$ cat config.mk
export PLATFORM = sky130hd
export DESIGN_NAME = instr_fetch_unit
export DESIGN_NICKNAME = d
export VERILOG_FILES = /design/src/rtl/mips_pkg.sv /design/src/rtl/next_pc_calc.sv /design/src/rtl/instr_fetch_unit.sv
export SDC_FILE = /design/constraint.sdc
export NUM_CORES = 1
export LEC_CHECK = 0
export ABC_CLOCK_PERIOD_IN_PS = 4100
export CORE_UTILIZATION = 25
export CTS_CLUSTER_DIAMETER = 50
export DETAILED_ROUTE_END_ITERATION = 10
export GPL_ROUTABILITY_DRIVEN = 1
export PLACE_DENSITY_LB_ADDON = 0.15
export SLEW_MARGIN = 30
export SYNTH_ARGS = -nofsm -noshare
export SYNTH_HDL_FRONTEND = slang
export SYNTH_SLANG_ARGS = --single-unit
$ cat constraint.sdc
create_clock -name CLK -period 4.1 [get_ports CLK]
set_input_delay 0.41 -clock CLK [delete_from_list [all_inputs] [get_ports CLK]]
set_output_delay 0.41 -clock CLK [all_outputs]
set_load 0.01 [all_outputs]
$ cat src/rtl/mips_pkg.sv
// mips_pkg
// Shared definitions for the single-issue MIPS core front end.
//   - Primary opcode constants decoded by the control unit.
//   - Fetch FSM state encoding (2 bits: IDLE, FETCH, EXEC).
//   - Default PC loaded on reset.
//   - Helper that builds the byte offset of a beq from its 16-bit immediate.
package mips_pkg;

  localparam logic [5:0] OP_RTYPE = 6'b000000;
  localparam logic [5:0] OP_ADDI  = 6'b001000;
  localparam logic [5:0] OP_LW    = 6'b100011;
  localparam logic [5:0] OP_SW    = 6'b101011;
  localparam logic [5:0] OP_BEQ   = 6'b000100;
  localparam logic [5:0] OP_J     = 6'b000010;

  localparam logic [31:0] DEFAULT_RESET_PC = 32'h0000_0000;

  typedef enum logic [1:0] {
    ST_IDLE  = 2'd0,
    ST_FETCH = 2'd1,
    ST_EXEC  = 2'd2
  } fetch_state_e;

  // Word offset in the immediate becomes a sign-extended byte offset.
  function automatic logic [31:0] branch_offset(input logic [15:0] imm);
    return {{14{imm[15]}}, imm, 2'b00};
  endfunction

endpackage

$ cat src/rtl/next_pc_calc.sv
// next_pc_calc
// Combinational next-PC selection for the fetch unit.
// Ports:
//   PC_PLUS4  in  32  address of the instruction after the current one
//   INSTR     in  32  current instruction (jump index / branch immediate)
//   PC_SRC    in  1   take the beq target
//   JUMP      in  1   take the j target (wins over PC_SRC)
//   NEXT_PC   out 32  address to fetch next
module next_pc_calc
  import mips_pkg::*;
(
  input  logic [31:0] PC_PLUS4,
  input  logic [31:0] INSTR,
  input  logic        PC_SRC,
  input  logic        JUMP,
  output logic [31:0] NEXT_PC
);

  // The opcode field is not needed here; the control unit has already decoded it.
  logic unusedOpcode;
  assign unusedOpcode = ^INSTR[31:26];

  // JUMP is checked first because the control unit raises both PC_SRC and
  // JUMP for a j instruction. All additions wrap modulo 2^32.
  always_comb begin
    NEXT_PC = PC_PLUS4;
    if (JUMP) begin
      NEXT_PC = {PC_PLUS4[31:28], INSTR[25:0], 2'b00};
    end else if (PC_SRC) begin
      NEXT_PC = PC_PLUS4 + branch_offset(INSTR[15:0]);
    end
  end

endmodule

$ cat src/rtl/instr_fetch_unit.sv
// instr_fetch_unit
// Fetch stage: holds the PC, fetches one word per instruction over a
// req/ready handshake, and presents the latched instruction to the control
// unit. The control unit's PC_SRC/JUMP decision selects the next PC.
// Ports:
//   CLK, RST_N               clock (rising edge), async active-low reset
//   IMEM_REQ/IMEM_ADDR       fetch request and word-aligned byte address
//   IMEM_RDATA/IMEM_READY    returned word, valid when IMEM_READY=1
//   STALL                    hold the current instruction in EXEC
//   PC_SRC, JUMP             branch / jump decision from the control unit
//   INSTR, OPCODE, FUNCT     latched instruction and its decode fields
//   INSTR_VALID              INSTR is current; control outputs are sampled
//   PC, PC_PLUS4             address of INSTR and the following word
module instr_fetch_unit
  import mips_pkg::*;
#(
  parameter logic [31:0] RESET_PC = DEFAULT_RESET_PC
) (
  input  logic        CLK,
  input  logic        RST_N,
  output logic        IMEM_REQ,
  output logic [31:0] IMEM_ADDR,
  input  logic [31:0] IMEM_RDATA,
  input  logic        IMEM_READY,
  input  logic        STALL,
  input  logic        PC_SRC,
  input  logic        JUMP,
  output logic [31:0] INSTR,
  output logic [5:0]  OPCODE,
  output logic [5:0]  FUNCT,
  output logic        INSTR_VALID,
  output logic [31:0] PC,
  output logic [31:0] PC_PLUS4
);

  // Low two bits of the reset PC are forced to zero to keep fetches aligned.
  localparam logic [31:0] RESET_PC_ALIGNED = {RESET_PC[31:2], 2'b00};

  fetch_state_e state_q;
  logic [31:0]  pc_q;
  logic [31:0]  pc_d;
  logic [31:0]  pcPlus4;
  logic [31:0]  instr_q;
  logic         req_q;
  logic         valid_q;

  assign pcPlus4 = pc_q + 32'd4;

  next_pc_calc u_next_pc_calc (
    .PC_PLUS4 (pcPlus4),
    .INSTR    (instr_q),
    .PC_SRC   (PC_SRC),
    .JUMP     (JUMP),
    .NEXT_PC  (pc_d)
  );

  // Fetch FSM. IMEM_REQ and INSTR_VALID are registered alongside the state so
  // they are true Moore outputs; the async reset clears them immediately,
  // which aborts any outstanding fetch without touching the PC path.
  always_ff @(posedge CLK or negedge RST_N) begin
    if (!RST_N) begin
      state_q <= ST_IDLE;
      pc_q    <= RESET_PC_ALIGNED;
      instr_q <= '0;
      req_q   <= 1'b0;
      valid_q <= 1'b0;
    end else begin
      case (state_q)
        ST_IDLE: begin
          state_q <= ST_FETCH;
          req_q   <= 1'b1;
          valid_q <= 1'b0;
        end
        ST_FETCH: begin
          if (IMEM_READY) begin
            instr_q <= IMEM_RDATA;
            state_q <= ST_EXEC;
            req_q   <= 1'b0;
            valid_q <= 1'b1;
          end
        end
        ST_EXEC: begin
          if (!STALL) begin
            pc_q    <= pc_d;
            state_q <= ST_FETCH;
            req_q   <= 1'b1;
            valid_q <= 1'b0;
          end
        end
        default: begin
          state_q <= ST_IDLE;
          req_q   <= 1'b0;
          valid_q <= 1'b0;
        end
      endcase
    end
  end

  assign IMEM_REQ    = req_q;
  assign IMEM_ADDR   = pc_q;
  assign INSTR       = instr_q;
  assign OPCODE      = instr_q[31:26];
  assign FUNCT       = instr_q[5:0];
  assign INSTR_VALID = valid_q;
  assign PC          = pc_q;
  assign PC_PLUS4    = pcPlus4;

endmodule

# --- After elaboration in Yosys (flattened, before gate mapping) ---
# Index checks and enable logic that the tools add are counted.
op_classes:
  add_sub_neg: 2
  n_mul: 0
  n_div: 0
  order_cmp: 0
  eq_ne: 4
  n_shift: 0
  n_mux: 11
  n_bitwise: 1
  n_reduce_logical: 4
op_table:
  columns: ["operator", "count"]
  rows:
  - ["32-bit 2-to-1 mux", 2]
  - ["32-bit by 3-bit adder with 32-bit output (second input constant)", 1]
  - ["32-bit adder", 1]
  - ["2-bit one-hot mux with 3 select lines", 1]
  - ["2-bit AND reduction", 3]
  - ["1-bit 2-to-1 mux", 4]
  - ["2-bit 2-to-1 mux", 2]
  - ["2-bit inequality test (second input constant)", 2]
  - ["1-bit one-hot mux with 3 select lines", 1]
  - ["2-bit by 1-bit equality test with 1-bit output (second input constant)", 1]
  - ["2-bit equality test (second input constant)", 1]
  - ["2-bit logical NOT", 1]
  - ["1-bit one-hot mux with 2 select lines", 1]
  - ["1-bit inverter", 1]
totals:
  register_bits: 68
  latchBits: 0
  ramBits: 0
  mem_bits_ro: 0
  in_bits: 38
  output_inout_bits: 142
  wordCells: 27
  mem_count: 0

# --- Depth between registers and ports, before layout ---
depth:
  word_depth: 4
  mapped_depth: 17
  mapped_depth_nobuf: 15

# --- Hierarchy ---
# A second synthesis with hierarchy kept.
unflattened:
  hier_cells: 613
  area_unflattened_um2: 5703.0
modules_own_cells:
  columns: ["mod", "instances", "cells_each", "area_each_um2", "seq_area_each_um2"]
  rows:
  - ["instr_fetch_unit", 1, 276, 3398.3, 1676.6]
  - ["next_pc_calc", 1, 337, 2304.7, 0.0]

# --- Worst setup path after synthesis ---
# OpenSTA, ideal clock, no wires.
synth_path:
  path_type: "flip-flop to flip-flop"
  start: "register pc_q[2] (netlist: IMEM_ADDR[2])"
  end: "register pc_q[31] (netlist: IMEM_ADDR[31])"
  setup_time_ns: 0.069
  t_arrival_ns: 3.673
  required_ns: 4.031
  setup_slack_ns: 0.358
  path_stages_with_launch: 17
  path_buffers: 2
  period_less_slack_ns: 3.742
  cell_sequence: "dfrtp_1 > ha_1 > nand2_1 > nor2_1 > and3_1 > clkbuf_1 > nand3_1 > xnor2_1 > ha_1 > clkbuf_2 > nand4_1 > or2_2 > a211oi_2 > o2111ai_2 > a211o_1 > a2111o_1 > nand3_1"
synth_via:
  elab_chain_len: 4
synth_rtl:
  columns: ["item", "line_no", "text"]
  rows:
  - ["from (decl)", "instr_fetch_unit.sv:40", "logic [31:0] pc_q;"]
  - ["from (signal assigned)", "instr_fetch_unit.sv:84", "pc_q <= pc_d;"]
  - ["32-bit by 3-bit adder with 32-bit output", "instr_fetch_unit.sv:47", "assign pcPlus4 = pc_q + 32'd4;"]
  - ["net PC_PLUS4[20]", "instr_fetch_unit.sv:33", "output logic [31:0] PC_PLUS4"]
  - ["32-bit adder", "next_pc_calc.sv:30", "NEXT_PC = PC_PLUS4 + branch_offset(INSTR[15:0]);"]
  - ["32-bit 2-to-1 mux", "next_pc_calc.sv:29", "end else if (PC_SRC) begin"]
  - ["32-bit 2-to-1 mux", "next_pc_calc.sv:27", "if (JUMP) begin"]
# The timed path passes the listed nets, and every way through them passes these cells.
# A chain may end at the register's enable or synchronous reset.

# --- Worst setup path after layout ---
layout_path:
  start: "register pc_q[2] (netlist: IMEM_ADDR[2])"
  end: "register pc_q[31] (netlist: IMEM_ADDR[31])"
layout_via:
  elab_chain_len: 4
layout_rtl:
  columns: ["item", "line_no"]
  rows:
  - ["32-bit by 3-bit adder with 32-bit output (*)", "instr_fetch_unit.sv:47"]
  - ["32-bit adder", "next_pc_calc.sv:30"]
  - ["32-bit 2-to-1 mux", "next_pc_calc.sv:29"]
  - ["32-bit 2-to-1 mux (*)", "next_pc_calc.sv:27"]
# Mark *: on every way between the ends. The rest lies on a longest branch, timed or not.

==> flow_metrics.env <==
export IMPL_status="completed"
export IMPL_die_y_um=151.2
export IMPL_drtPass1Iterations=4
export IMPL_cts_buffers=9
export IMPL_synth_top_family_by_area="compound AO/OA/AOI/OAI gates"
export IMPL_synth_edff_count=0
export IMPL_hold_path_class="input port to async pin"
export IMPL_power_leakage_nw=3.290
export IMPL_grt_max_degree=65
export IMPL_maxSlewViolCount=0
export IMPL_netlist_area_mm2=0.005563
export IMPL_cts_setup_buffers=0
export IMPL_netlist_instances=644
export IMPL_drc=0
export IMPL_end_kind="flip-flop"
export IMPL_synthTopCellsByCount="dfrtp_1 (64), nand2_1 (58), buf_4 (48), o21ai_0 (48), a21oi_1 (45)"
export IMPL_max_freq_mhz=256.4
export IMPL_layout_nets=878
export IMPL_wl_per_cell_um=19.04
export IMPL_rrSetupSlack_ps=200
export IMPL_portBuffers=173
export IMPL_antenna_found_initial=0
export IMPL_drive_above_1_share=0.1423
export IMPL_total_power_w=0.007679
export IMPL_skew_ps=11.96
export IMPL_drt_iter0_drc=432
export IMPL_grt_overflow_total=0
export IMPL_ys_ff_latch=64
export IMPL_via_count=5432
export IMPL_required_ps=4380
export IMPL_synth_most_common_cell="dfrtp_1"
export IMPL_synth_area_leaders="dfrtp_1 (29%), ha_1 (8.1%), mux2_2 (6.7%), buf_4 (6.5%), xnor2_1 (5.2%)"
export IMPL_muxShareOfSynthArea=0.08300
export IMPL_startpoint_type="flip-flop"
export IMPL_grt_first_pass_wirelength_um=31110
export IMPL_hold_violations=0
export IMPL_cts_max_path_buffers=2
export IMPL_yosys_area_top_type="dfrtp_1"
export IMPL_netlist_area_leader_share=0.2879
export IMPL_relSlewSlack=0.3497
export IMPL_synth_yosys_seq_area_share=0.2879
export IMPL_die_area_mm2=0.02285
export IMPL_async_flop_share=1.000
export IMPL_area_growth_pct=41.30
export IMPL_tns_ps=0
export IMPL_cts_tree="done"
export IMPL_cts_hold_buf=0
export IMPL_die_width_um=151.2
export IMPL_start_util=0.2549
export IMPL_synthSimpleGateAreaFrac=0.1655
export IMPL_grt_usage=0.1827
export IMPL_period_share=0.9513
export IMPL_core_mm2=0.02182
export IMPL_synth_area_per_cell_um2=8.638
export IMPL_cts_sinks=64
export IMPL_setup_viol=0
export IMPL_pin_count=180
export IMPL_htreeDepth=3
export IMPL_gp_congestion=0.8983
export IMPL_detail_route_antenna_nets=0
export IMPL_hpwlAfterDp_um=15980
export IMPL_synth_compound_area_frac=0.2090
export IMPL_clk_insertion_delay_late_ps=350
export IMPL_grt_pass1_vias=5353
export IMPL_clkSlewWorstSetupHoldPaths_ps=70
export IMPL_std_cell_rows=54
export IMPL_cts_root_buf="clkbuf_16"
export IMPL_routed_wl_um=20710
export IMPL_antenna_cells=0
export IMPL_stdcell_count=1088
export IMPL_fin_crit_ps=3900
export IMPL_cp_arrival_ps=4180
export IMPL_worst_pin_slew_ps=975.4
export IMPL_routed_via_density=4.993
export IMPL_synthDistinctLibCells=68
export IMPL_placed_cells=1072
export IMPL_rsz0062_at_grt="no"
export IMPL_synthAdderAreaFrac=0.08457
export IMPL_cp_max_fo=6
export IMPL_yosysWarningCount=0
export IMPL_synth_ff_type="dfrtp_1"
export IMPL_cellPowerDensity_mw_per_mm2=977.0
export IMPL_cap_violations=0
export IMPL_synth_xor_area_share=0.07557
export IMPL_crit_type="flip-flop to flip-flop"
export IMPL_ir_drop_uv=313.0
-- stage by stage --
step	hold slack (ps)	setup slack [ps]	utilization	area [µm²]
3_5_place_dp	528.4	145.7	0.3451	7531
4_1_cts	215.1	126.3	0.3576	7805
6_report	39.05	199.8	0.3602	7860
3_3_place_gp	514.1	229.5	0.3451	7531
2_1_floorplan	114.4	357.5	-	5582
5_1_grt	102.2	1.244	0.3602	7860
-- area by class of cell --
cell class | count | area, µm²
Timing Repair Buffer | 216 | 2056
Inverter | 17 | 63.81
Clock inverter | 6 | 35.03
Clock buffer | 10 | 239.0
Tap cell | 280 | 350.3
Multi-Input combinational cell | 495 | 3515
Sequential cell | 64 | 1602
Fill cell | 2190 | 13960
-- cells by family after synthesis --
| logic type | Yosys count |
|---|---|
| adders and majority gates | 37 |
| and+or+nand+nor | 183 |
| DFF | 64 |
| other | 1 |
| muxes | 42 |
| xor gates and xnor gates | 48 |
| AOI/OAI and AO/OA | 179 |
| buffers and inverters | 90 |
-- critical path, cell delays in order, from the launching register on --
cell and delay [ps]:
dfrtp_1 430, ha_1 260, nand2_1 110, nor2_1 200, buf_4 170, nand4_1 150
xnor2_2 180, ha_1 350, and2_1 230, a31o_2 250, a221oi_2 360, a211oi_4 150
o2111ai_4 290, nand4_1 170, a2111o_1 470, nand3_1 80
-- final timing paths --
kind / startpoint / endpoint / depth (start not counted)
worst max-delay path: IMEM_ADDR[2]$_DFFE_PN0P_ / IMEM_ADDR[31]$_DFFE_PN0P_ / 15
worst min-delay path: RST_N / IMEM_ADDR[28]$_DFFE_PN0P_ / 1
worst max register to register: IMEM_ADDR[2]$_DFFE_PN0P_ / IMEM_ADDR[31]$_DFFE_PN0P_ / 15
worst min register to register: INSTR[31]$_DFFE_PN0P_ / INSTR[31]$_DFFE_PN0P_ / 1
max in group asynchronous: RST_N / IMEM_ADDR[7]$_DFFE_PN0P_ / 1
min in group CLK: INSTR[31]$_DFFE_PN0P_ / INSTR[31]$_DFFE_PN0P_ / 1
-- state kept, by name, indices dropped and copies added (netlist names) --
name	cells
IMEM_ADDR	30
IMEM_REQ	1
INSTR	32
INSTR_VALID	1
-- metal layers --
metal  GRT usage  routed length [µm]  vias to the layer above
met5           0                   0                        -
met2      0.2867                9439                      178
li1            -                   -                     2605
met1      0.2595                9904                     2633
met3     0.03042                1192                       16
met4     0.04200                 177                        0
-- power by group --
part | internal [W] | switching [W]
Sequential | 0.000933 | 0.000461
Combinational | 0.00274 | 0.00280
Clock | 0.000422 | 0.000325
Total | 0.00409 | 0.00359
-- cells in the final DEF, fill, tap and decap left out, types with 5 or more instances in the layout --
cell	synthesis	final
and2_1	6	6
nor2_1	38	38
xnor2_1	33	31
o211ai_1	5	5
o22ai_1	6	6
nand4_1	16	16
nand2_1	58	58
a31oi_1	6	6
nor2b_1	5	5
and3_1	9	8
dfrtp_1	64	64
nand3_1	20	20
clkdlybuf4s50_1	0	172
o21ai_0	48	48
o21bai_1	7	7
or3_1	5	5
xor2_1	15	14
conb_1	1	6
a21o_1	18	18
ha_1	36	34
nor3_1	6	6
mux2i_1	9	9
buf_4	48	43
clkbuf_16	0	9
inv_1	16	16
a211oi_1	7	7
mux2_2	33	33
a21oi_1	45	44
-- what timing repair did --
action,in CTS,in global routing
endpoints found under the setup margin,0,2
endpoints found under the hold margin,0,0
gates resized for setup,0,9
Note: power is estimated with default switching activity, not from simulation.
==> RTL change: new RTL, same flow settings <==
Re-encode `fetch_state_e` (3 states) as one-hot, 3 bits wide.
--- a/src/rtl/mips_pkg.sv
+++ b/src/rtl/mips_pkg.sv
@@ -15,10 +15,10 @@
 
   localparam logic [31:0] DEFAULT_RESET_PC = 32'h0000_0000;
 
-  typedef enum logic [1:0] {
-    ST_IDLE  = 2'd0,
-    ST_FETCH = 2'd1,
-    ST_EXEC  = 2'd2
+  typedef enum logic [2:0] {
+    ST_IDLE  = 3'b001,
+    ST_FETCH = 3'b010,
+    ST_EXEC  = 3'b100
   } fetch_state_e;
 
   // Word offset in the immediate becomes a sign-extended byte offset.
Function: no difference found for any inputs over 4 cycles, from zero or initial values and one cycle with RST_N low; so few cycles prove little.
==> RTL change against the unedited design <==
  * Setup slack improved by 0.029 ns
  * Combinational power decreased by 9.7%
  * Power decreased by 7.4%
  * Sequential share of layout area increased by 0.70 points
  * Sequential cell count increased by 2
  * Synthesized area decreased by 1.6%
  * Routed wire length decreased by 6.6%
  * Final area decreased by 0.14%
  * Via count decreased by 2.7%
==> RTL change: results (changes against the unedited design) <==
Multi-input gate area: 3490 um^2 (was 3510 um^2)
cells after synthesis: 630 (was 644)
Rel. slew slack: 0.535 (was 0.350)
multiplexer share of the synthesized area: 0.0768 (was 0.0830)
post-DP HPWL: 14.5 mm (was 16.0 mm)
met2 WL: 9.36 mm (was 9.44 mm)
Leak Pwr: 0.00334 uW (was 0.00329 uW)
Worst Path Max Fanout: 5 (was 6)
Nets: 862 (was 878)
reg2reg start: IMEM_ADDR[3]$_DFFE_PN0P_ (was IMEM_ADDR[2]$_DFFE_PN0P_)
CTS clk-pin slew, worst paths: 0.05 ns (was 0.07 ns)
placed cell count: 1049 (was 1072)
first-pass GRT wire length: 29.9 mm (was 31.1 mm)
count of unique library cells instantiated by Yosys: 66 (was 68)
reg2reg path depth: 16 (was 15)
GPL Wtd Cong: 0.924 (was 0.898)
Crit path max-delay family: simple AND/OR/NAND/NOR gates (was compound AO/OA/AOI/OAI gates)
share of layout cells above drive strength 1: 0.164 (was 0.142)
WL final: 19.4 mm (was 20.7 mm)
Clock Skews: 0.00828 ns (was 0.0120 ns)
Initial DRT Pass Iterations: 5 (was 4)
outcome: finished clean (unchanged)
number of fill cells: 2189 (was 2190)
crit path max-delay cell type: or3_4 (was a2111o_1)
Synth Area in Compound Gates: 0.206 (was 0.209)
vias in the first global route: 5159 (was 5353)
gr usage total: 0.175 (was 0.183)
Setup WS pre-CTS: -0.0795 ns (was 0.146 ns)
register area share after synthesis: 0.302 (was 0.288)
largest net degree at the start of global routing: 67 (was 65)
Area after DPL: 7430 um^2 (was 7530 um^2)
Adder-Cell Fraction of Synth Area: 0.0859 (was 0.0846)
Largest stage delay, worst path: 0.37 ns (was 0.47 ns)
Layout Cells excl Fill: 1067 (was 1088)
worst vdd ir: 0.340 mV (was 0.313 mV)
Synth top cells by count: 65 x dfrtp_1, 65 x nand2_1, 48 x buf_4, 47 x a21oi_1, 46 x o21ai_0 (was 64 x dfrtp_1, 58 x nand2_1, 48 x buf_4, 48 x o21ai_0, 45 x a21oi_1)
M1 WL: 8.77 mm (was 9.90 mm)
XOR/XNOR share of the synthesized area: 0.0800 (was 0.0756)
RTL change: cell types whose count changed in the layout (fill, tap and decap cells not counted), sizes merged, moves of 5 or more:
cell	unedited run	this run
nand2	58	65
xnor2	33	28
nand4	17	10
xor2	15	22
nor2	38	33
and2	7	2
RTL change: worst min path at each step:
| stage | from | cells past startpoint | end | slack, ns |
|---|---|---|---|---|
| 2_1_floorplan | RST_N | 0 | IMEM_ADDR[10]$_DFFE_PN0P_ | 0.11 |
| 6_report | RST_N | 1 | IMEM_ADDR[31]$_DFFE_PN0P_ | 0.06 |
| 5_1_grt | RST_N | 1 | IMEM_ADDR[31]$_DFFE_PN0P_ | 0.13 |
| 3_5_place_dp | INSTR[27]$_DFFE_PN0P_ | 1 | INSTR[27]$_DFFE_PN0P_ | 0.53 |
| 3_3_place_gp | INSTR[27]$_DFFE_PN0P_ | 1 | INSTR[27]$_DFFE_PN0P_ | 0.51 |
| 4_1_cts | RST_N | 1 | INSTR[22]$_DFFE_PN0P_ | 0.27 |
RTL change: kinds of logic after synthesis:
group                    after synthesis
multiplexers                          38
AND/OR/NAND/NOR                      174
other                                  1
XOR/XNOR                              50
AO/OA/AOI/OAI                        177
flip-flops                            66
adder cells (fa/ha/maj)               37
buffers and inverters                 87
RTL change: timing repair:
item / CTS / global route
resized for setup: 3 / 25
pin swaps: 0 / 3
setup endpoints to repair: 2 / 7
buffers inserted: 0 / 2
RTL change: metal layers:
metal	vias to the layer above	global-route usage
li1	2552	-
met1	2557	0.235
met2	164	0.291
met3	11	0.0314
met4	0	0.0348
met5	-	0
RTL change: area by class of cell:
cell class,instances,share of cell area
inverters,13,0.00622
multi-input cells,482,0.445
flip-flops and latches,66,0.211
clock inverters,3,0.00255
well taps,275,0.0438
clock buffers,13,0.0306
repair buffers,215,0.261
